[src/rtl/ps2_key_decoder_if.sv]
// Key event bundle between the PS/2 decoder (master) and the game FSM (slave).
// Carries direction/pause pulses, the last received byte and frame status.
interface ps2_key_decoder_if;
    logic       kup;
    logic       kright;
    logic       kdown;
    logic       kleft;
    logic       kpause;
    logic [7:0] scan_code;
    logic       scan_valid;
    logic       frame_err;

    modport master (
        output kup, kright, kdown, kleft, kpause,
        output scan_code, scan_valid, frame_err
    );

    modport slave (
        input kup, kright, kdown, kleft, kpause,
        input scan_code, scan_valid, frame_err
    );
endinterface

[src/rtl/ps2_key_decoder.sv]
// PS/2 keyboard receiver and arrow/pause make-code decoder with typematic filter.
// Ports: clock, reset (async, active-low), ps2_clk/ps2_data raw pins, kif (master) events.
// Optional: define KEY_WASD_EN to also map W/D/S/A base codes to the directions.
module ps2_key_decoder #(
    parameter int TIMEOUT_CYCLES = 100000,
    parameter int CNT_W          = 17
) (
    input  logic               clock,
    input  logic               reset,
    input  logic               ps2_clk,
    input  logic               ps2_data,
    ps2_key_decoder_if.master  kif
);

    typedef enum logic [1:0] {
        S_IDLE,
        S_EXT,
        S_BRK,
        S_EXT_BRK
    } state_t;

    localparam logic [CNT_W-1:0] TO_MAX = CNT_W'(TIMEOUT_CYCLES);

    logic             r_clk_s1, r_clk_s2, r_clk_d;
    logic             r_dat_s1, r_dat_s2;
    logic [3:0]       r_bit_cnt;
    logic [9:0]       r_frame;
    logic [CNT_W-1:0] r_to_cnt;
    logic [7:0]       r_scan_code;
    logic             r_scan_valid;
    logic             r_frame_err;

    state_t           r_state;
    state_t           w_state_nxt;
    logic [8:0]       r_held;
    logic [8:0]       w_held_nxt;
    logic [4:0]       r_pulse;
    logic [4:0]       w_pulse_nxt;

    logic             w_fall;
    logic             w_ok;
    logic             w_ext;
    logic             w_brk;
    logic             w_ev;
    logic [8:0]       w_slot;
    logic [8:0]       w_fire;

    // r_frame[0]=start, [8:1]=D7..D0, [9]=parity; stop is the bit arriving now
    assign w_fall = r_clk_d & ~r_clk_s2;
    assign w_ok   = ~r_frame[0] & (^r_frame[9:1]) & r_dat_s2;

    always_ff @(posedge clock or negedge reset) begin
        if (!reset) begin
            r_clk_s1     <= 1'b1;
            r_clk_s2     <= 1'b1;
            r_clk_d      <= 1'b1;
            r_dat_s1     <= 1'b1;
            r_dat_s2     <= 1'b1;
            r_bit_cnt    <= '0;
            r_frame      <= '0;
            r_to_cnt     <= '0;
            r_scan_code  <= 8'h00;
            r_scan_valid <= 1'b0;
            r_frame_err  <= 1'b0;
        end else begin
            r_clk_s1     <= ps2_clk;
            r_clk_s2     <= r_clk_s1;
            r_clk_d      <= r_clk_s2;
            r_dat_s1     <= ps2_data;
            r_dat_s2     <= r_dat_s1;
            r_scan_valid <= 1'b0;
            r_frame_err  <= 1'b0;
            if (w_fall) begin
                r_to_cnt <= '0;
                if (r_bit_cnt == 4'd10) begin
                    r_bit_cnt <= '0;
                    if (w_ok) begin
                        r_scan_code  <= r_frame[8:1];
                        r_scan_valid <= 1'b1;
                    end else begin
                        r_frame_err <= 1'b1;
                    end
                end else begin
                    r_frame   <= {r_dat_s2, r_frame[9:1]};
                    r_bit_cnt <= r_bit_cnt + 4'd1;
                end
            end else if (r_bit_cnt != 4'd0) begin
                // stalled partial frame is silently abandoned
                if (r_to_cnt == TO_MAX) begin
                    r_bit_cnt <= '0;
                    r_to_cnt  <= '0;
                end else begin
                    r_to_cnt <= r_to_cnt + CNT_W'(1);
                end
            end
        end
    end

    always_ff @(posedge clock or negedge reset) begin
        if (!reset) begin
            r_state <= S_IDLE;
            r_held  <= '0;
            r_pulse <= '0;
        end else begin
            r_state <= w_state_nxt;
            r_held  <= w_held_nxt;
            r_pulse <= w_pulse_nxt;
        end
    end

    always_comb begin
        w_state_nxt = r_state;
        if (r_frame_err) begin
            w_state_nxt = S_IDLE;
        end else if (r_scan_valid) begin
            unique case (r_state)
                S_IDLE: begin
                    if (r_scan_code == 8'hE0)
                        w_state_nxt = S_EXT;
                    else if (r_scan_code == 8'hF0)
                        w_state_nxt = S_BRK;
                end
                S_EXT: begin
                    if (r_scan_code == 8'hF0)
                        w_state_nxt = S_EXT_BRK;
                    else
                        w_state_nxt = S_IDLE;
                end
                S_BRK:     w_state_nxt = S_IDLE;
                S_EXT_BRK: w_state_nxt = S_IDLE;
                default:   w_state_nxt = S_IDLE;
            endcase
        end
    end

    // Prefix bytes (E0/F0) are state changes, not key events
    always_comb begin
        w_ext  = (r_state == S_EXT) || (r_state == S_EXT_BRK);
        w_brk  = (r_state == S_BRK) || (r_state == S_EXT_BRK);
        w_ev   = r_scan_valid
               && !((r_state == S_IDLE)
                    && ((r_scan_code == 8'hE0) || (r_scan_code == 8'hF0)))
               && !((r_state == S_EXT) && (r_scan_code == 8'hF0));
        w_slot    = '0;
        w_slot[0] = w_ext  && (r_scan_code == 8'h75);
        w_slot[1] = w_ext  && (r_scan_code == 8'h74);
        w_slot[2] = w_ext  && (r_scan_code == 8'h72);
        w_slot[3] = w_ext  && (r_scan_code == 8'h6B);
        w_slot[4] = !w_ext && (r_scan_code == 8'h4D);
`ifdef KEY_WASD_EN
        w_slot[5] = !w_ext && (r_scan_code == 8'h1D);
        w_slot[6] = !w_ext && (r_scan_code == 8'h23);
        w_slot[7] = !w_ext && (r_scan_code == 8'h1B);
        w_slot[8] = !w_ext && (r_scan_code == 8'h1C);
`endif
        w_slot = w_slot & {9{w_ev}};
        // held keys do not re-fire on typematic repeat
        w_fire = w_brk ? 9'd0 : (w_slot & ~r_held);
        w_held_nxt = w_brk ? (r_held & ~w_slot) : (r_held | w_slot);
        w_pulse_nxt = {
            w_fire[4],
            w_fire[3] | w_fire[8],
            w_fire[2] | w_fire[7],
            w_fire[1] | w_fire[6],
            w_fire[0] | w_fire[5]
        };
    end

    assign kif.kup        = r_pulse[0];
    assign kif.kright     = r_pulse[1];
    assign kif.kdown      = r_pulse[2];
    assign kif.kleft      = r_pulse[3];
    assign kif.kpause     = r_pulse[4];
    assign kif.scan_code  = r_scan_code;
    assign kif.scan_valid = r_scan_valid;
    assign kif.frame_err  = r_frame_err;

endmodule

[src/flat_wrapper.sv]
// flat-port wrapper written by rule: the top's interface ports become plain ports
module ps2_key_decoder_flat 
#(
    parameter int TIMEOUT_CYCLES = 100000,
    parameter int CNT_W          = 17
)
  (clock, reset, ps2_clk, ps2_data, kif_kup, kif_kright, kif_kdown, kif_kleft, kif_kpause, kif_scan_code, kif_scan_valid, kif_frame_err);
  ps2_key_decoder_if kif_i ();
  input  logic clock;
  input  logic reset;
  input  logic ps2_clk;
  input  logic ps2_data;
  output wire logic [$bits(kif_i.kup)-1:0] kif_kup;
  output wire logic [$bits(kif_i.kright)-1:0] kif_kright;
  output wire logic [$bits(kif_i.kdown)-1:0] kif_kdown;
  output wire logic [$bits(kif_i.kleft)-1:0] kif_kleft;
  output wire logic [$bits(kif_i.kpause)-1:0] kif_kpause;
  output wire logic [$bits(kif_i.scan_code)-1:0] kif_scan_code;
  output wire logic [$bits(kif_i.scan_valid)-1:0] kif_scan_valid;
  output wire logic [$bits(kif_i.frame_err)-1:0] kif_frame_err;
  assign kif_kup = kif_i.kup;
  assign kif_kright = kif_i.kright;
  assign kif_kdown = kif_i.kdown;
  assign kif_kleft = kif_i.kleft;
  assign kif_kpause = kif_i.kpause;
  assign kif_scan_code = kif_i.scan_code;
  assign kif_scan_valid = kif_i.scan_valid;
  assign kif_frame_err = kif_i.frame_err;
  ps2_key_decoder #(.TIMEOUT_CYCLES(TIMEOUT_CYCLES), .CNT_W(CNT_W)) u_core (.clock(clock), .reset(reset), .ps2_clk(ps2_clk), .ps2_data(ps2_data), .kif(kif_i));
endmodule
[config.mk]
export PLATFORM = sky130hd
export DESIGN_NAME = ps2_key_decoder_flat
export DESIGN_NICKNAME = d
export VERILOG_FILES = /design/src/rtl/ps2_key_decoder_if.sv /design/src/rtl/ps2_key_decoder.sv /design/src/flat_wrapper.sv
export SDC_FILE = /design/constraint.sdc
export NUM_CORES = 1
export LEC_CHECK = 0
export CAP_MARGIN = 10
export CORE_MARGIN = 2
export CORE_UTILIZATION = 52
export DETAILED_ROUTE_END_ITERATION = 10
export MAX_ROUTING_LAYER = met4
export PLACE_DENSITY = 0.75
export SLEW_MARGIN = 20
export SYNTH_ARGS = -nofsm -noshare
export SYNTH_HDL_FRONTEND = slang
export SYNTH_SLANG_ARGS = --single-unit
export TNS_END_PERCENT = 20
[constraint.sdc]
create_clock -name clock -period 2 [get_ports clock]
set_clock_uncertainty 0.1 [all_clocks]
set_input_delay 0.4 -clock clock [delete_from_list [all_inputs] [get_ports clock]]
set_output_delay 0.4 -clock clock [all_outputs]
set_load 0.01 [all_outputs]
==> run summary <==
The run finished, with violations left. The final reports fail on negative setup slack. After detailed routing, the average wire length per cell comes to 14.3 um. 19 I/O pins were placed. The first detailed-routing pass ran for 4 iterations. Entering global routing, the biggest net connects 59 pins. The final critical path takes up 103% of the cycle.

For this run, design rule violations remaining after detail routing come to 0. In the synthesized netlist the async set-or-reset flop fraction comes to 100%. Die outline area: 5770 um^2.

The logs give 3 for the number of H-tree levels and 0 for the number of antenna violations at the first check in global routing. The longest clock path from root to sink contains 2 buffers. The CTS buffer count is 9. Counting flops and latches in the post-synthesis netlist gives 58. The layout overhead on the synthesized area was 27.3%; the detailed placer's ending HPWL was 3420 um.

The hold violation count in the final report is 0. Yosys synthesis warning count: 0. Worst slew margin relative to its limit: 70.9%. In this run the remaining antenna-violating nets after routing total 0. The number of nets handed over by synthesis was 246. Based on the critical path, the design can be clocked at up to 486 MHz.

The tools report the standard cell core area as 5040 um^2. The routed layout has 2003 vias. Global routing consumed, over all layers together, 20.0% of the routing resources. The static leakage was 1.57 nW; the first-iteration detailed-routing DRC count was 277. The max-capacitance violation count came out at 0. After clock tree synthesis, the clock-pin slew on the worst setup and hold paths is 70 ps. The floorplan step set the die height to 76.0 um. The ratio of cells with drive above 1 in the final layout came out at 27.6%. In this run the worst hold path is classified as flop to flop.

Cell type contributing the most total cell area after synthesis: sky130_fd_sc_hd__dfrtp_1. Setup repair after global routing could not meet its margin everywhere. The synthesized design devotes to its leading area cell type 49.2% of total area. Finished layout cell area: 3430 um^2. The total number of clock tree sinks came out at 58. The count of final setup violators was 8; the source-to-sink clock delay at the later pin of the worst-skew pair was 330 ps.

Horizontal extent of the die: 76.0 um. The buffer cell driving the clock tree root was sky130_fd_sc_hd__clkbuf_8. The count of cell types in the netlist is 46, and the number of synthesized flops with an enable pin is 0. The per-cell via count in the routed design works out to 5.52. The global routing's busiest layer is met2. Power spread over the standard cell area amounts to 1290 nW/um^2.

The tools report the final core utilization as 68.0%. For the pin with the worst max-slew slack, the measured transition is 433 ps. For the post-synth design cell area, the log shows 2690 um^2. Of the synthesized area, sequential elements account for 54.1%. The tools report the placed cell count as 343. The final count of pins violating max slew is 0. TritonCTS built the clock tree.

For the met3 routing resource usage after global routing, the log shows 4.03%. The tools report the kind of capture point of the worst setup path as a flop. Summed over all layers, the routed wires come to 5190 um. The critical path required time was 2120 ps. For the number of global-route vias before repair, the log shows 1910.

STA classifies the critical path startpoint as a flop. The mean cell area of the mapped netlist was 11.4 um^2; the total power was 4.44 mW. The final hold slack was 255 ps; the final cell count without fillers was 363. The number of core rows came out at 26.

In the synthesized netlist the dominant register cell turns out to be sky130_fd_sc_hd__dfrtp_1. The run gives 9020 um as the global-route wire length before repair. Critical path start-end classification: flop to flop. The smallest clock period supported by the final layout is computed as 2060 ps.

After synthesis, the cell types taking the most area are sky130_fd_sc_hd__dfrtp_1 (49%), sky130_fd_sc_hd__mux2_2 (7.9%), sky130_fd_sc_hd__dfstp_2 (4.9%). The top fanout value on the critical path was 4. The tools report the total congestion overflow after global routing as 0.

For the number of inserted diodes, the log shows 0. Final setup slack of the worst path: -57.6 ps. For the final layout net count, the log shows 297. The tools report the post-synthesis instance total as 237.

For met2 alone, demand over resource in global routing was 28.4%. The routing usage on met1 was 28.2%; the routability congestion estimate from global placement was 0.785. In this run the tool buffered the top-level ports with 18 buffer cells.

The standard cell area after detailed placement is 3120 um^2, and the signal arrival time at the worst endpoint is 2180 ps. For this configuration, the core starts out at a cell density of 53.4%. IR analysis of the VDD net gives a maximum drop of 1.38 mV.
-- synth_stat cells (all sizes together), types with 2 or more instances --
cell,instances
nor2,21
mux2i,2
nand2b,2
xor2,10
clkbuf,2
dfrtp,53
ha,5
o31ai,3
and3,2
dfstp,5
and4,2
buf,5
nand3b,2
o21ai,14
xnor2,5
inv,11
nand4,9
mux2,19
nor4,6
or4,4
nand3,10
nor3,5
a31oi,2
a22o,4
nand2,11
nor2b,3
a21oi,5
-- worst max-delay path, stage by stage (launching register included) --
cell,delay [ps]
sky130_fd_sc_hd__dfrtp_1,390
sky130_fd_sc_hd__xnor2_1,180
sky130_fd_sc_hd__xnor3_1,450
sky130_fd_sc_hd__xnor2_2,300
sky130_fd_sc_hd__nand4_2,200
sky130_fd_sc_hd__mux2_2,320
-- power by group --
group          internal [mW]  total (mW)  switching (mW)
sequential              1.38        1.57           0.191
combinational          0.892        1.61           0.716
clock                  0.801        1.27           0.464
-- area by class of cell --
class                      count  area (um^2)
sequential                    58         1460
clock inverter                 4         72.6
multi-input combinational    162         1200
tap                           70         87.6
fill                         358         1610
clock buffer                  12          165
inverter                      11         41.3
timing repair buffer          46          400
-- state kept, by name, indices dropped and copies added (netlist names), 2 cells and up, named ones only --
signal and count:
u_core.kif.scan_code 8, u_core.r_bit_cnt 4, u_core.r_frame 10, u_core.r_pulse 5, u_core.r_state 2, u_core.r_to_cnt 17
-- final timing paths --
check	startpoint	end	slack [ps]	cells past startpoint
hold reg to reg	u_core.r_clk_s1$_DFF_PN1_	u_core.r_clk_s2$_DFF_PN1_	250	0
setup reg to reg	u_core.r_frame[3]$_DFFE_PN0P_	u_core.kif.scan_code[7]$_DFFE_PN0P_	-60	5
min in group asynchronous	reset	u_core.r_frame[8]$_DFFE_PN0P_	500	3
hold / removal	u_core.r_clk_s1$_DFF_PN1_	u_core.r_clk_s2$_DFF_PN1_	250	0
setup / recovery	u_core.r_frame[3]$_DFFE_PN0P_	u_core.kif.scan_code[7]$_DFFE_PN0P_	-60	5
max in group asynchronous	reset	u_core.r_clk_s2$_DFF_PN1_	1010	3
-- per-layer routing --
metal	share of wire, %	up-vias
li1	-	962
met1	47	970
met2	46	56
met3	4.4	15
met4	2.4	0
met5	0	-
-- through the flow --
stage | TNS, ps | setup WS [ps]
4_1_cts | -121 | -22.9
6_report | -333 | -57.6
3_5_place_dp | -484 | -69.5
5_1_grt | -897 | -139
3_3_place_gp | 0 | 47.2
2_1_floorplan | 0 | 41.1
-- timing repair --
item,CTS,global route
pin swaps,2,2
hold endpoints to repair,53,0
gates resized for setup,3,3
endpoints found under the setup margin,10,22
setup buffers,1,1
cloned,1,0
hold buffers,1,0
-- layout by cell type, fill, tap and decap left out, drive strengths merged, types with 2 or more instances in the layout --
cell           netlist  routed
clkbuf               2      12
nand2b               2       2
buf                  5      28
nand3b               2       2
dfrtp               53      53
and3                 2       2
o31ai                3       3
nand3               10      10
mux2i                2       2
nand4                9      10
and4                 2       2
nor4                 6       6
xnor2                5       5
nor2b                3       3
a21oi                5       5
mux2                19      19
a22o                 4       4
ha                   5       5
a31oi                2       2
bufinv               0       2
xor2                10      10
nand2               11      11
or4                  4       4
o21ai               14      14
clkdlybuf4s50        0      17
nor2                21      21
inv                 11      11
nor3                 5       5
dfstp                5       5
-- cells by family (layout without fill, tap and decap cells) --
group                    after synthesis  count (layout)  share of synthesized area, %
AND/OR/NAND/NOR                       85              86                          18.2
multiplexers                          21              21                          8.69
XOR/XNOR                              16              16                          5.99
adder cells (fa/ha/maj)                5               5                          2.32
buffers and inverters                 18              73                          2.74
AO/OA/AOI/OAI                         34              34                          7.99
flip-flops                            58              58                          54.1
(Power assumes the default switching activity.)
